**config.mk**
```make
export PLATFORM = sky130hd
export DESIGN_NAME = atm_controller
export DESIGN_NICKNAME = d
export VERILOG_FILES = /design/src/rtl/atm_controller.sv
export SDC_FILE = /design/constraint.sdc
export NUM_CORES = 1
export LEC_CHECK = 0
export CAP_MARGIN = 20
export CELL_PAD_IN_SITES_DETAIL_PLACEMENT = 0
export CELL_PAD_IN_SITES_GLOBAL_PLACEMENT = 1
export CORE_ASPECT_RATIO = 1.75
export CORE_MARGIN = 2
export CORE_UTILIZATION = 50
export CTS_BUF_LIST = sky130_fd_sc_hd__clkbuf_2
export DETAILED_ROUTE_END_ITERATION = 7
export PLACE_DENSITY = 0.95
export SLEW_MARGIN = 0
export SYNTH_ARGS = -nofsm -noshare
export SYNTH_HDL_FRONTEND = slang
export SYNTH_SLANG_ARGS = --single-unit
export TNS_END_PERCENT = 20
```
**constraint.sdc**
```tcl
create_clock -name Clk -period 7.65 [get_ports Clk]
set_input_delay 1.53 -clock Clk [delete_from_list [all_inputs] [get_ports Clk]]
set_output_delay 1.53 -clock Clk [all_outputs]
set_load 0.02 [all_outputs]
```
**src/rtl/atm_controller.sv**
```systemverilog
// ATM transaction controller: checks a 4-digit BCD PIN against the card, locks after
// repeated failures, and applies deposits/withdrawals to an internal 64-bit balance.
module atm_controller #(
    parameter logic [63:0] BALANCE_INICIAL = 64'd0,
    parameter logic [1:0]  MAX_INTENTOS    = 2'd3
) (
    input  logic        Clk,
    input  logic        Reset,
    input  logic        TARJETA_RECIBIDA,
    input  logic [15:0] PIN,
    input  logic [3:0]  DIGITO,
    input  logic        DIGITO_STB,
    input  logic        TIPO_TRANS,
    input  logic [31:0] MONTO,
    input  logic        MONTO_STB,
    output logic        BALANCE_ACTUALIZADO,
    output logic        ENTREGAR_DINERO,
    output logic        FONDOS_INSUFICIENTES,
    output logic        PIN_INCORRECTO,
    output logic        ADVERTENCIA,
    output logic        Bloqueo
);

    typedef enum logic [2:0] {
        IDLE      = 3'd0,
        PIN_ENT   = 3'd1,
        COMPARA   = 3'd2,
        ESP_MONTO = 3'd3,
        FIN       = 3'd4,
        BLOQUEO   = 3'd5
    } state_t;

    // Digit idx selects the stored nibble; first keyed digit is the least significant.
    function automatic logic [3:0] pin_digit(input logic [15:0] pin, input logic [1:0] idx);
        logic [3:0] d;
        case (idx)
            2'd0:    d = pin[3:0];
            2'd1:    d = pin[7:4];
            2'd2:    d = pin[11:8];
            2'd3:    d = pin[15:12];
            default: d = 4'd0;
        endcase
        return d;
    endfunction

    function automatic logic [63:0] sat_add(input logic [63:0] a, input logic [63:0] b);
        logic [64:0] s;
        s = {1'b0, a} + {1'b0, b};
        return s[64] ? {64{1'b1}} : s[63:0];
    endfunction

    state_t      state_q;
    logic        dig_stb_q;
    logic        mon_stb_q;
    logic [1:0]  dig_cnt_q;
    logic        mismatch_q;
    logic [1:0]  intentos_q;
    logic [63:0] balance_q;
    logic        bal_act_q;
    logic        entregar_q;
    logic        fondos_q;
    logic        pin_inc_q;
    logic        adv_q;
    logic        bloqueo_q;

    logic        dig_edge_s;
    logic        mon_edge_s;
    logic        dig_bad_s;
    logic [1:0]  intentos_inc_s;
    logic [63:0] monto_ext_s;

    assign dig_edge_s     = DIGITO_STB & ~dig_stb_q;
    assign mon_edge_s     = MONTO_STB & ~mon_stb_q;
    assign dig_bad_s      = (DIGITO != pin_digit(PIN, dig_cnt_q));
    assign intentos_inc_s = intentos_q + 2'd1;
    assign monto_ext_s    = {32'd0, MONTO};

    // Previous-cycle copies of the strobes for rising-edge detection.
    always_ff @(posedge Clk or negedge Reset) begin
        if (!Reset) begin
            dig_stb_q <= 1'b0;
            mon_stb_q <= 1'b0;
        end else begin
            dig_stb_q <= DIGITO_STB;
            mon_stb_q <= MONTO_STB;
        end
    end

    // Transaction state machine with registered status outputs and balance.
    always_ff @(posedge Clk or negedge Reset) begin
        if (!Reset) begin
            state_q    <= IDLE;
            dig_cnt_q  <= 2'd0;
            mismatch_q <= 1'b0;
            intentos_q <= 2'd0;
            balance_q  <= BALANCE_INICIAL;
            bal_act_q  <= 1'b0;
            entregar_q <= 1'b0;
            fondos_q   <= 1'b0;
            pin_inc_q  <= 1'b0;
            adv_q      <= 1'b0;
            bloqueo_q  <= 1'b0;
        end else begin
            pin_inc_q <= 1'b0;
            case (state_q)
                IDLE: begin
                    if (TARJETA_RECIBIDA) begin
                        state_q    <= PIN_ENT;
                        dig_cnt_q  <= 2'd0;
                        mismatch_q <= 1'b0;
                    end
                end
                PIN_ENT: begin
                    if (!TARJETA_RECIBIDA) begin
                        state_q    <= IDLE;
                        intentos_q <= 2'd0;
                        adv_q      <= 1'b0;
                    end else if (dig_edge_s) begin
                        mismatch_q <= mismatch_q | dig_bad_s;
                        dig_cnt_q  <= dig_cnt_q + 2'd1;
                        if (dig_cnt_q == 2'd3) begin
                            state_q <= COMPARA;
                        end
                    end
                end
                COMPARA: begin
                    if (!TARJETA_RECIBIDA) begin
                        state_q    <= IDLE;
                        intentos_q <= 2'd0;
                        adv_q      <= 1'b0;
                    end else if (!mismatch_q) begin
                        state_q    <= ESP_MONTO;
                        intentos_q <= 2'd0;
                        adv_q      <= 1'b0;
                    end else begin
                        intentos_q <= intentos_inc_s;
                        pin_inc_q  <= 1'b1;
                        if (intentos_inc_s == MAX_INTENTOS) begin
                            state_q   <= BLOQUEO;
                            bloqueo_q <= 1'b1;
                            adv_q     <= 1'b0;
                        end else begin
                            if (intentos_inc_s == (MAX_INTENTOS - 2'd1)) begin
                                adv_q <= 1'b1;
                            end
                            state_q    <= PIN_ENT;
                            dig_cnt_q  <= 2'd0;
                            mismatch_q <= 1'b0;
                        end
                    end
                end
                ESP_MONTO: begin
                    if (!TARJETA_RECIBIDA) begin
                        state_q    <= IDLE;
                        intentos_q <= 2'd0;
                        adv_q      <= 1'b0;
                    end else if (mon_edge_s) begin
                        state_q <= FIN;
                        if (!TIPO_TRANS) begin
                            balance_q <= sat_add(balance_q, monto_ext_s);
                            bal_act_q <= 1'b1;
                        end else if (monto_ext_s <= balance_q) begin
                            balance_q  <= balance_q - monto_ext_s;
                            bal_act_q  <= 1'b1;
                            entregar_q <= 1'b1;
                        end else begin
                            fondos_q <= 1'b1;
                        end
                    end
                end
                FIN: begin
                    if (!TARJETA_RECIBIDA) begin
                        state_q    <= IDLE;
                        bal_act_q  <= 1'b0;
                        entregar_q <= 1'b0;
                        fondos_q   <= 1'b0;
                    end
                end
                BLOQUEO: begin
                    bloqueo_q <= 1'b1;
                end
                default: begin
                    state_q <= IDLE;
                end
            endcase
        end
    end

    assign BALANCE_ACTUALIZADO  = bal_act_q;
    assign ENTREGAR_DINERO      = entregar_q;
    assign FONDOS_INSUFICIENTES = fondos_q;
    assign PIN_INCORRECTO       = pin_inc_q;
    assign ADVERTENCIA          = adv_q;
    assign Bloqueo              = bloqueo_q;

endmodule

```
* Word level (Yosys, flattened, before mapping) *
Index checks and enable logic that the tools add are counted.

word-level totals
  flip-flop bits (word level) = 80
  latch bits = 0
  RAM bits = 0
  memory bits (read-only) = 0
  input bits = 58
  output and inout port bits = 6
  word-level logic and storage cells = 132
  memories = 0

cells by class
  add/subtract/negate cells = 4
  multipliers = 0
  div/mod/pow operators = 0
  $lt $le $gt $ge = 1
  equality and inequality tests = 31
  shift operators = 0
  muxes and demuxes = 60
  bitwise operators = 6
  reduce and logical (&&, ||, !) cells = 17

operator list
  cell                                                             number
  64-bit 2-to-1 mux                                                3
  64-bit by 32-bit adder with 65-bit output                        1
  32-bit by 64-bit <= comparator with 1-bit output                 1
  64-bit by 32-bit subtractor with 64-bit output                   1
  3-bit 2-to-1 mux                                                 10
  1-bit 2-to-1 mux                                                 28
  2-bit inequality test, second input constant                     14
  2-bit 2-to-1 mux                                                 9
  3-bit one-hot mux with 6 select lines                            1
  6-bit AND reduction                                              3
  4-bit one-hot mux with 4 select lines                            1
  3-bit inequality test, second input constant                     4
  1-bit one-hot mux with 2 select lines                            5
  5-bit AND reduction                                              2
  2-bit == test, second input constant                             4
  4-bit AND reduction                                              2
  7-bit AND reduction                                              1
  3-bit by 2-bit == test with 1-bit output, second input constant  2
  3-bit == test, second input constant                             2
  2-bit one-hot mux with 3 select lines                            1
  2-bit nonzero test                                               3
  5-bit inequality test, second input constant                     1
  2-bit by 1-bit adder with 2-bit output, second input constant    2
  4-bit inequality test                                            1
  other kinds (14)                                                 17

* Longest topological paths before layout *
Gate-level depths: netlist of run 1.

  depth after elaboration = 7
  depth in mapped cells = 15
  mapped depth without buffers = 12

* Worst setup path before layout of run 1 *
Ideal clock, no wire load.

  kind = input to register
  start point = input MONTO[1]
  end point = register balance_q[47]
  library setup time = 0.127 ns
  arrival time = 4.176 ns
  data required time = 7.523 ns
  setup slack = 3.347 ns
  stages on the path = 11
  path buffers = 0
  path through = inv_1 ha_1 nor2b_1 o2111ai_1 a211oi_1 or4_4 nand2_4 a31oi_4 or4b_1 a21oi_2 mux2_1

between the ends
  word-level cells in the longest chain between the ends = 3
  elaborated cells on any way between the ends = 8
  those cells by class = add/sub (2); order compare (1); eq/ne (1); mux (3); reduce/logical (1)

RTL lines
  what                                                                                             RTL line  text
  from (decl)                                                                                      14        input logic [31:0] MONTO,
  32-bit by 64-bit <= comparator with 1-bit output, or another cell as far along                   162       end else if (monto_ext_s <= balance_q) begin
  2-bit by 1-bit inequality test with 1-bit output (no source line), or another cell as far along  --
  4-bit AND reduction (no source line) or 64-bit 2-to-1 mux (tied branches)                        --
  to (signal assigned)                                                                             160       balance_q <= sat_add(balance_q, monto_ext_s);
  to (signal assigned)                                                                             163       balance_q <= balance_q - monto_ext_s;
  to (decl)                                                                                        58        logic [63:0] balance_q;

Parallel ways exist; a longest one is shown, timed or not. The select of a mux whose other input is x is not followed.
A chain may end at the register's enable or synchronous reset.

* Worst setup path after layout of run 1 *
  start point = input MONTO[23]
  end point = register balance_q[51]

The elaborated chain is that of the path after synthesis.

==> flow_metrics.tcl, run 1 <==
set metrics [dict create \
    status "complete, no violations" \
    avgSynthCellArea_um2 7.59 \
    fin_cells 1404 \
    fillers 1726 \
    cts_resized 0 \
    synth-main-ff-cell "dfrtp_1" \
    io_buffers 63 \
    vias 9231 \
    finalCriticalPeriod_ns 5.26 \
    worstPathArrival_ns 5.77 \
    clock_latency_ns 0.63 \
    grt_max_degree 68 \
    routedWlPerCell_um 21.0 \
    crit_type "in2reg" \
    syn_nets 1284 \
    place_area_um2 9390 \
    peakVddDrop_v 0.000143 \
    maxCapViolCount 0 \
    antenna_left 0 \
    total_power_mw 2.75 \
    fin_tns_setup_ns 0 \
    gr-usage-met3 0.0440 \
    slew_headroom 0.252 \
    overflow 0 \
    rows 64 \
    core_area_um2 17300 \
    grt_usage 0.317 \
    finalCritPeriodShare 0.688 \
    cts_tree "yes" \
    cts_buffers 9 \
    cts-hold-fix-buffers 0 \
    die_area_um2 18700 \
    fmax_mhz 190 \
    clk_pin_slew_ns 0.23 \
    crit_path_end_kind "register" \
    die_y_um 179 \
    layout_common_cells "a21oi_1, nor2_1, nand2_1" \
    synth-edff-count 0 \
    drc 0 \
    use_met2 0.596 \
    routed_wl_um 29500 \
    critPathMaxFanout 40 \
    ioPinCount 64 \
    drive_gt1_frac 0.0623 \
    cp.required_ns 8.16 \
    final_hold_viol_count 0 \
    avgViaCountPerCell 6.57 \
    dr.pass1.iters 6 \
    power_density_nw_per_um2 289 \
    hold_class "reg2reg" \
    start_kind "primary input" \
    async_flop_share 1.00 \
    final.setup_skew_ns 0.0499 \
    gr-usage-met1 0.309 \
    clock_path_buffers 2 \
    leakage_nw 4.03 \
    htreeDepth 3 \
    hpwlAfterDp_um 22200 \
    syn2layout_area_growth_pct 8.45 \
    finalNetCount 1297 \
    synth.distinct_cells 90 \
    grt_setup_unrepaired "false" \
    placedCellCount 1387 \
    finalInstanceArea_um2 9510 \
    busiest_layer "met2" \
    slew_viol_final 0 \
    antenna_found_initial 1 \
    worst_slew_pin_slew_ns 1.11 \
    seq_area_frac_synth 0.228 \
    grt_pass1_wl_um 46700 \
    setup_violations 0 \
    layout_commonest_cell "a21oi_1" \
    ys_ff_latch 80 \
    postCtsSetupBuffers 0 \
    syn-instance-count 1155 \
    cts_root_buf "clkbuf_2" \
    cts.sinks 80 \
    yosys_warnings 0 \
    synthesis.area_um2 8770 \
    initial_core_util 0.507 \
    place_congestion 0.978 \
    grt_pass1_vias 9081 \
    die_w_um 104 \
    dr.first_iter.drc_count 878 \
]
## routing by layer
metal	routed length, um	part of all wire
met1	10100	0.34
met2	15500	0.52
met3	1650	0.056
met4	2330	0.079
met5	0	0
## synthesized netlist by cell type, types with 14 or more instances
| cell type | count | area, um2 |
|---|---|---|
| nand4_1 | 26 | 163 |
| clkbuf_1 | 32 | 120 |
| nand2_1 | 91 | 342 |
| mux2_2 | 15 | 169 |
| o21ai_0 | 55 | 275 |
| nor4_1 | 19 | 119 |
| nor2_1 | 115 | 432 |
| nor2b_1 | 14 | 87.6 |
| and3_1 | 20 | 125 |
| o31ai_1 | 18 | 135 |
| nor3_1 | 47 | 235 |
| nand3_1 | 38 | 190 |
| inv_1 | 75 | 282 |
| buf_2 | 23 | 115 |
| dfrtp_1 | 80 | 2000 |
| xnor2_1 | 27 | 236 |
| a21oi_1 | 125 | 626 |
| ha_1 | 69 | 863 |
## logic make-up after synthesis
logic type               synth area share
XOR/XNOR                           0.0340
multiplexers                       0.0395
AO/OA/AOI/OAI                       0.266
adder cells (fa/ha/maj)             0.103
AND/OR/NAND/NOR                     0.259
buffers and inverters              0.0705
flip-flops                          0.228
## final cells by class
class,count,area [um2],area share
Tap cell,231,289,0.0304
Timing Repair Buffer,69,668,0.0703
Antenna cell,1,2.50,0.000263
Inverter,75,282,0.0296
Sequential cell,80,2000,0.211
Clock buffer,9,45.0,0.00474
Multi-Input combinational cell,933,6160,0.648
Clock inverter,6,61.3,0.00645
## metrics by stage
stage / setup WS, ns / hold slack [ns] / util
floorplan: 3.35 / 0.453 / -
global placement: 1.85 / 0.466 / 0.543
detailed placement: 1.77 / 0.472 / 0.543
CTS: 2.42 / 0.517 / 0.549
global route: 2.19 / 0.546 / 0.550
finish: 2.39 / 0.514 / 0.550
## power breakdown
group | total, mW | internal, mW | switching (mW)
combinational | 1.85 | 0.685 | 1.17
clock | 0.251 | 0.0726 | 0.178
sequential | 0.642 | 0.527 | 0.116
## state kept, by name (all words and copies together) (netlist names)
register,count
ADVERTENCIA,1
ENTREGAR_DINERO,1
state_q,3
balance_q,64
dig_stb_q,1
mismatch_q,1
BALANCE_ACTUALIZADO,1
Bloqueo,1
dig_cnt_q,2
PIN_INCORRECTO,1
intentos_q,2
FONDOS_INSUFICIENTES,1
mon_stb_q,1
## critical path, stage by stage
cell             delay, ns
clkdlybuf4s50_1       0.48
inv_1                 0.05
ha_1                  0.54
nand4_1               0.32
nor4_1                0.50
nand2_1               0.09
o21ai_0               0.41
nor2_2                0.11
o21a_1                0.26
nor2_4                0.88
o21ai_0               0.25
mux2_2                0.33
## path summary, 6_finish.rpt
kind / cells past startpoint / end / slack (ns) / start
setup reg to reg: 10 / balance_q[51]$_DFFE_PN0P_ / 3.35 / balance_q[23]$_DFFE_PN0P_
min in group asynchronous: 1 / balance_q[1]$_DFFE_PN0P_ / 0.79 / Reset
setup / recovery: 12 / balance_q[51]$_DFFE_PN0P_ / 2.39 / MONTO[23]
hold reg to reg: 2 / intentos_q[1]$_DFFE_PN0P_ / 0.51 / intentos_q[1]$_DFFE_PN0P_
max in group asynchronous: 2 / ENTREGAR_DINERO$_DFFE_PN0P_ / 5.76 / Reset
hold / removal: 2 / intentos_q[1]$_DFFE_PN0P_ / 0.51 / intentos_q[1]$_DFFE_PN0P_
Note: power is estimated with default switching activity, not from simulation.
==> inputs of run 2 (changes only) <==
--- a/config.mk
+++ b/config.mk
@@ -10,10 +10,10 @@
 export CELL_PAD_IN_SITES_GLOBAL_PLACEMENT = 1
 export CORE_ASPECT_RATIO = 1.75
 export CORE_MARGIN = 2
-export CORE_UTILIZATION = 50
+export CORE_UTILIZATION = 42
 export CTS_BUF_LIST = sky130_fd_sc_hd__clkbuf_2
 export DETAILED_ROUTE_END_ITERATION = 7
-export PLACE_DENSITY = 0.95
+export PLACE_DENSITY = 0.86
 export SLEW_MARGIN = 0
 export SYNTH_ARGS = -nofsm -noshare
 export SYNTH_HDL_FRONTEND = slang
==> constraint.sdc (replaced) <==
create_clock -name Clk -period 4.4 [get_ports Clk]
set_input_delay 0.88 -clock Clk [delete_from_list [all_inputs] [get_ports Clk]]
set_output_delay 0.88 -clock Clk [all_outputs]
set_load 0.02 [all_outputs]
==> run 2 against run 1 <==
Net effect: the flow now finishes with violations (design-rule violations); flip-flop and latch count unchanged; final area up 11%; critical path depth up 1; largest cell class unchanged; highest routed layer unchanged.
==> flow_metrics.tcl, run 2 (same netlist as run 1, synthesis figures left out) <==
set metrics [dict create \
    crit_type "in2reg" \
    die_area_um2 22100 \
    cts.sinks 80 \
    antenna_found_initial 1 \
    routed_wl_um 32800 \
    drive_gt1_frac 0.152 \
    die_y_um 195 \
    cts_root_buf "clkbuf_2" \
    syn2layout_area_growth_pct 20.0 \
    dr.first_iter.drc_count 672 \
    htreeDepth 3 \
    place_congestion 1.00 \
    cp.required_ns 5.06 \
    crit_family "compound AO/OA/AOI/OAI gates" \
    top_register "balance_q" \
    overflow 0 \
    layout_common_cells "buf_4, a21oi_1, nor2_1" \
    finalNetCount 1420 \
    grt_pass1_vias 10000 \
    r2r_start "balance_q[56]$_DFFE_PN0P_" \
    cts_resized 0 \
    largest_register_ff_count 64 \
    cp-endpoint "balance_q[54]$_DFFE_PN0P_" \
    cts-hold-fix-buffers 0 \
    routedWlPerCell_um 21.2 \
    top_regs "balance_q x64, state_q x3" \
    worstPathArrival_ns 4.48 \
    hold_class "in2async" \
    initial_core_util 0.424 \
    die_w_um 113 \
    crit_start "MONTO[4]" \
    reg2reg_depth 11 \
    slew_viol_final 0 \
    antenna_left 0 \
    cp.depth 13 \
    rows 70 \
    final_util 0.509 \
    clock_path_buffers 2 \
    fmax_mhz 262 \
    failed_checks "design-rule violations" \
    crit_path_end_kind "register" \
    io_buffers 63 \
    finalWorstSetupSlack_ns 0.585 \
    start_kind "primary input" \
    cpMostUsedCell "a21oi_1" \
    final_hold_viol_count 0 \
    worst_slew_pin_slew_ns 0.918 \
    dr.pass1.iters 8 \
    critPathMaxFanout 6 \
    grt_usage 0.299 \
    core_area_um2 20700 \
    cts_tree "yes" \
    slew_headroom 0.388 \
    path_cells "clkdlybuf4s50_1, inv_1, ha_1, a21o_1, a21oi_1, a211oi_1, buf_4, o41ai_2, o31ai_1, a21oi_1, nand4b_1, o32ai_2, mux2_1" \
    cts_buffers 9 \
    max_stage_delay_ns 0.50 \
    vias 9653 \
    power_density_nw_per_um2 517 \
    clk_pin_slew_ns 0.33 \
    rr_endpoint "balance_q[62]$_DFFE_PN0P_" \
    critPathBufInv 3 \
    status "finished, violations left" \
    setup_violations 0 \
    peakVddDrop_v 0.000216 \
    pre_cts_slack_ns -0.207 \
    maxCapViolCount 0 \
    clock_latency_ns 0.72 \
    layout_commonest_cell "buf_4" \
    drc 6 \
    finalCriticalPeriod_ns 3.81 \
    postCtsSetupBuffers 0 \
    avgViaCountPerCell 6.23 \
    grt_pass1_wl_um 51900 \
    hpwlAfterDp_um 26200 \
    ff2ff_setup_slack_ns 0.83 \
    critPathSlowestCell "clkdlybuf4s50_1" \
    final.setup_skew_ns 0.0764 \
    leakage_nw 4.65 \
    ioPinCount 64 \
    finalCritPeriodShare 0.867 \
    grt_max_degree 65 \
    grt_setup_unrepaired "false" \
]
-- run 2: cell count changes in the layout (fill, tap and decap cells not counted) --
cell        delta
buf_4        +120
diode_2        +1
buf_12         +3
clkinv_2       -3
inv_6          +3
clkinvlp_4     -1
inv_8          +1
clkinv_4       +1
-- run 2: stage by stage --
step | cell area [um2] | hold slack (ns) | power [mW] | TNS (ns) | instances
after floorplan | 8770 | 0.453 | 3.46 | 0 | 1155
after global placement | 10400 | 0.464 | 4.85 | -0.187 | 1532
after detailed placement | 10400 | 0.478 | 4.87 | -0.275 | 1532
after CTS | 10500 | 0.253 | 5.39 | 0 | 1548
after global routing | 10500 | 0.332 | 5.83 | 0 | 1549
final | 10500 | 0.244 | 5.44 | 0 | 1550
-- run 2: how the worst min path moves through the flow --
stage                                      endpoint  slack, ns  cells after the start
after global routing       balance_q[1]$_DFFE_PN0P_       0.33                      1
final                     balance_q[54]$_DFFE_PN0P_       0.24                      1
after global placement    intentos_q[1]$_DFFE_PN0P_       0.46                      2
after detailed placement  intentos_q[1]$_DFFE_PN0P_       0.48                      2
after floorplan           intentos_q[1]$_DFFE_PN0P_       0.45                      2
after CTS                 balance_q[54]$_DFFE_PN0P_       0.25                      1
-- run 2: cell type report --
type,instances,area [um2]
repair buffers,192,1630
diodes,2,5.00
fillers,2062,10100
multi-input cells,933,6160
inverters,75,282
well taps,252,315
clock buffers,9,45.0
flip-flops and latches,80,2000
clock inverters,7,85.1
-- run 2: report_power, final --
group | switching (mW) | internal [mW] | leakage [nW] | total, mW
logic | 2.22 | 1.61 | 3.52 | 3.83
registers | 0.204 | 0.915 | 1.05 | 1.12
clock network | 0.346 | 0.145 | 0.0794 | 0.492
-- run 2: metal layers --
layer | part of all wire | wire length, um | global-route usage
met1 | 0.34 | 11100 | 0.287
met2 | 0.53 | 17300 | 0.550
met3 | 0.042 | 1380 | 0.0447
met4 | 0.090 | 2940 | 0.248
met5 | 0 | 0 | 0
==> inputs of run 3 (changes only) <==
--- a/config.mk
+++ b/config.mk
@@ -14,6 +14,7 @@
 export CTS_BUF_LIST = sky130_fd_sc_hd__clkbuf_2
 export DETAILED_ROUTE_END_ITERATION = 7
 export PLACE_DENSITY = 0.86
+export SETUP_SLACK_MARGIN = 0.5
 export SLEW_MARGIN = 0
 export SYNTH_ARGS = -nofsm -noshare
 export SYNTH_HDL_FRONTEND = slang
==> run 3 against run 2 <==
Net effect: the flow still finishes with violations (design-rule violations); clock skew is 0.0031 ns lower; first-iteration DRC count is 2.4% higher; die area stayed put; largest power group unchanged; via count is 0.39% lower; critical path depth stayed put; non-clock buffer count stayed put; largest cell class unchanged; highest routed layer unchanged.
==> flow_metrics.tcl, run 3 (same netlist as run 1, synthesis figures left out) <==
set metrics [dict create \
    finalCritPeriodShare 0.862 \
    seqPwrFrac 0.206 \
    grt_pass1_wl_um 51900 \
    initial_core_util 0.424 \
    fmax_mhz 264 \
    status "finished, violations left" \
    place_congestion 1.00 \
    finalCriticalPeriod_ns 3.79 \
    crit_path_end_kind "register" \
    hold_class "in2async" \
    routedWlPerCell_um 21.2 \
    cts_root_buf "clkbuf_2" \
    path_cells "clkdlybuf4s50_1, inv_1, ha_1, a21o_1, a21oi_1, a211oi_1, buf_4, o41ai_2, o31ai_2, a21oi_1, nand4b_1, o32ai_2, mux2_1" \
    cts_tree "yes" \
    ff2ff_setup_slack_ns 0.86 \
    final_util 0.509 \
    leakage_nw 4.65 \
    critPathSlowestCell "clkdlybuf4s50_1" \
    overflow 0 \
    htreeDepth 3 \
    drc 3 \
    crit_type "in2reg" \
    postCtsSetupBuffers 0 \
    placedCellCount 1532 \
    clock_path_buffers 2 \
    layout_commonest_cell "buf_4" \
    final_hold_viol_count 0 \
    antenna_left 0 \
    rr_endpoint "balance_q[39]$_DFFE_PN0P_" \
    rows 70 \
    start_kind "primary input" \
    top_regs "balance_q x64, state_q x3" \
    top_register "balance_q" \
    syn2layout_area_growth_pct 20.0 \
    grt_pass1_vias 10000 \
    avgViaCountPerCell 6.21 \
    critPathMaxFanout 6 \
    dr.first_iter.drc_count 688 \
    ioPinCount 64 \
    grt_max_degree 65 \
    worst_slew_pin_slew_ns 0.928 \
    peakVddDrop_v 0.000216 \
    slew_headroom 0.381 \
    die_w_um 113 \
    antenna_found_initial 1 \
    r2r_start "balance_q[56]$_DFFE_PN0P_" \
    p_clk_frac 0.090 \
    reg2reg_depth 12 \
    setup_violations 0 \
    dr.pass1.iters 8 \
    drive_gt1_frac 0.153 \
    routed_wl_um 32800 \
    slew_viol_final 0 \
    grt_setup_unrepaired "true" \
    vias 9615 \
    maxCapViolCount 0 \
    cp-endpoint "balance_q[54]$_DFFE_PN0P_" \
    fin_hold_ws_ns 0.262 \
    netSwitchingFraction 0.509 \
    max_stage_delay_ns 0.50 \
    fin_cells 1549 \
    largest_register_ff_count 64 \
    cpMostUsedCell "a21oi_1" \
    p_int_mw 2.67 \
    layout_common_cells "buf_4, a21oi_1, nor2_1" \
    grt_usage 0.299 \
    core_area_um2 20700 \
    power_density_nw_per_um2 517 \
    clock_latency_ns 0.70 \
    cts-hold-fix-buffers 0 \
    hpwlAfterDp_um 26200 \
    die_area_um2 22100 \
    p_comb_frac 0.704 \
    cts_buffers 9 \
    cts_resized 0 \
    clk_pin_slew_ns 0.33 \
    failed_checks "design-rule violations" \
    crit_start "MONTO[4]" \
    p_sw_mw 2.77 \
    io_buffers 63 \
    final.setup_skew_ns 0.0733 \
    cp.required_ns 5.05 \
    finalNetCount 1420 \
    cts.sinks 80 \
    worstPathArrival_ns 4.44 \
    die_y_um 195 \
]
run 3: layout make-up:
| cell class | count | area, um2 |
|---|---|---|
| Fill cell | 2062 | 10100 |
| Multi-Input combinational cell | 933 | 6160 |
| Sequential cell | 80 | 2000 |
| Timing Repair Buffer | 192 | 1630 |
| Tap cell | 252 | 315 |
| Inverter | 75 | 282 |
| Clock inverter | 7 | 85.1 |
| Clock buffer | 9 | 45.0 |
| Antenna cell | 1 | 2.50 |
run 3: power groups by stage:
stage / combinational, mW / sequential [mW] / clock, mW
5_1_grt: 4.16 / 1.15 / 0.530
6_report: 3.83 / 1.12 / 0.491
3_5_place_dp: 3.73 / 1.13 / 0
2_1_floorplan: 2.39 / 1.08 / 0
4_1_cts: 3.76 / 1.12 / 0.508
3_3_place_gp: 3.73 / 1.12 / 0
run 3: how the worst min path moves through the flow:
stage,start,end,slack (ns),cells after the start
after floorplan,intentos_q[1]$_DFFE_PN0P_,intentos_q[1]$_DFFE_PN0P_,0.45,2
after global placement,intentos_q[1]$_DFFE_PN0P_,intentos_q[1]$_DFFE_PN0P_,0.46,2
after detailed placement,intentos_q[1]$_DFFE_PN0P_,intentos_q[1]$_DFFE_PN0P_,0.48,2
after CTS,Reset,balance_q[54]$_DFFE_PN0P_,0.25,1
after global routing,Reset,balance_q[1]$_DFFE_PN0P_,0.33,1
final,Reset,balance_q[35]$_DFFE_PN0P_,0.26,1
run 3: metrics by stage:
step           area, um2  worst slack (ns)  power, mW  TNS (ns)
4_1_cts            10500             0.604       5.39         0
6_report           10500             0.609       5.45         0
5_1_grt            10500             0.486       5.84         0
3_5_place_dp       10400            -0.207       4.87    -0.275
2_1_floorplan       8770             0.747       3.46         0
3_3_place_gp       10400            -0.167       4.85    -0.187
run 3: critical path, delay by kind of cell:
family | cells | cell delay, ns
AOI/OAI and AO/OA | 7 | 1.88
adders and majority gates | 1 | 0.37
and+or+nand+nor | 1 | 0.23
muxes | 1 | 0.34
buffers and inverters | 3 | 0.72
run 3: routing by layer:
metal | track usage | share of wire
met5 | 0 | 0
met4 | 0.248 | 0.088
met3 | 0.0447 | 0.040
met2 | 0.550 | 0.53
met1 | 0.287 | 0.34
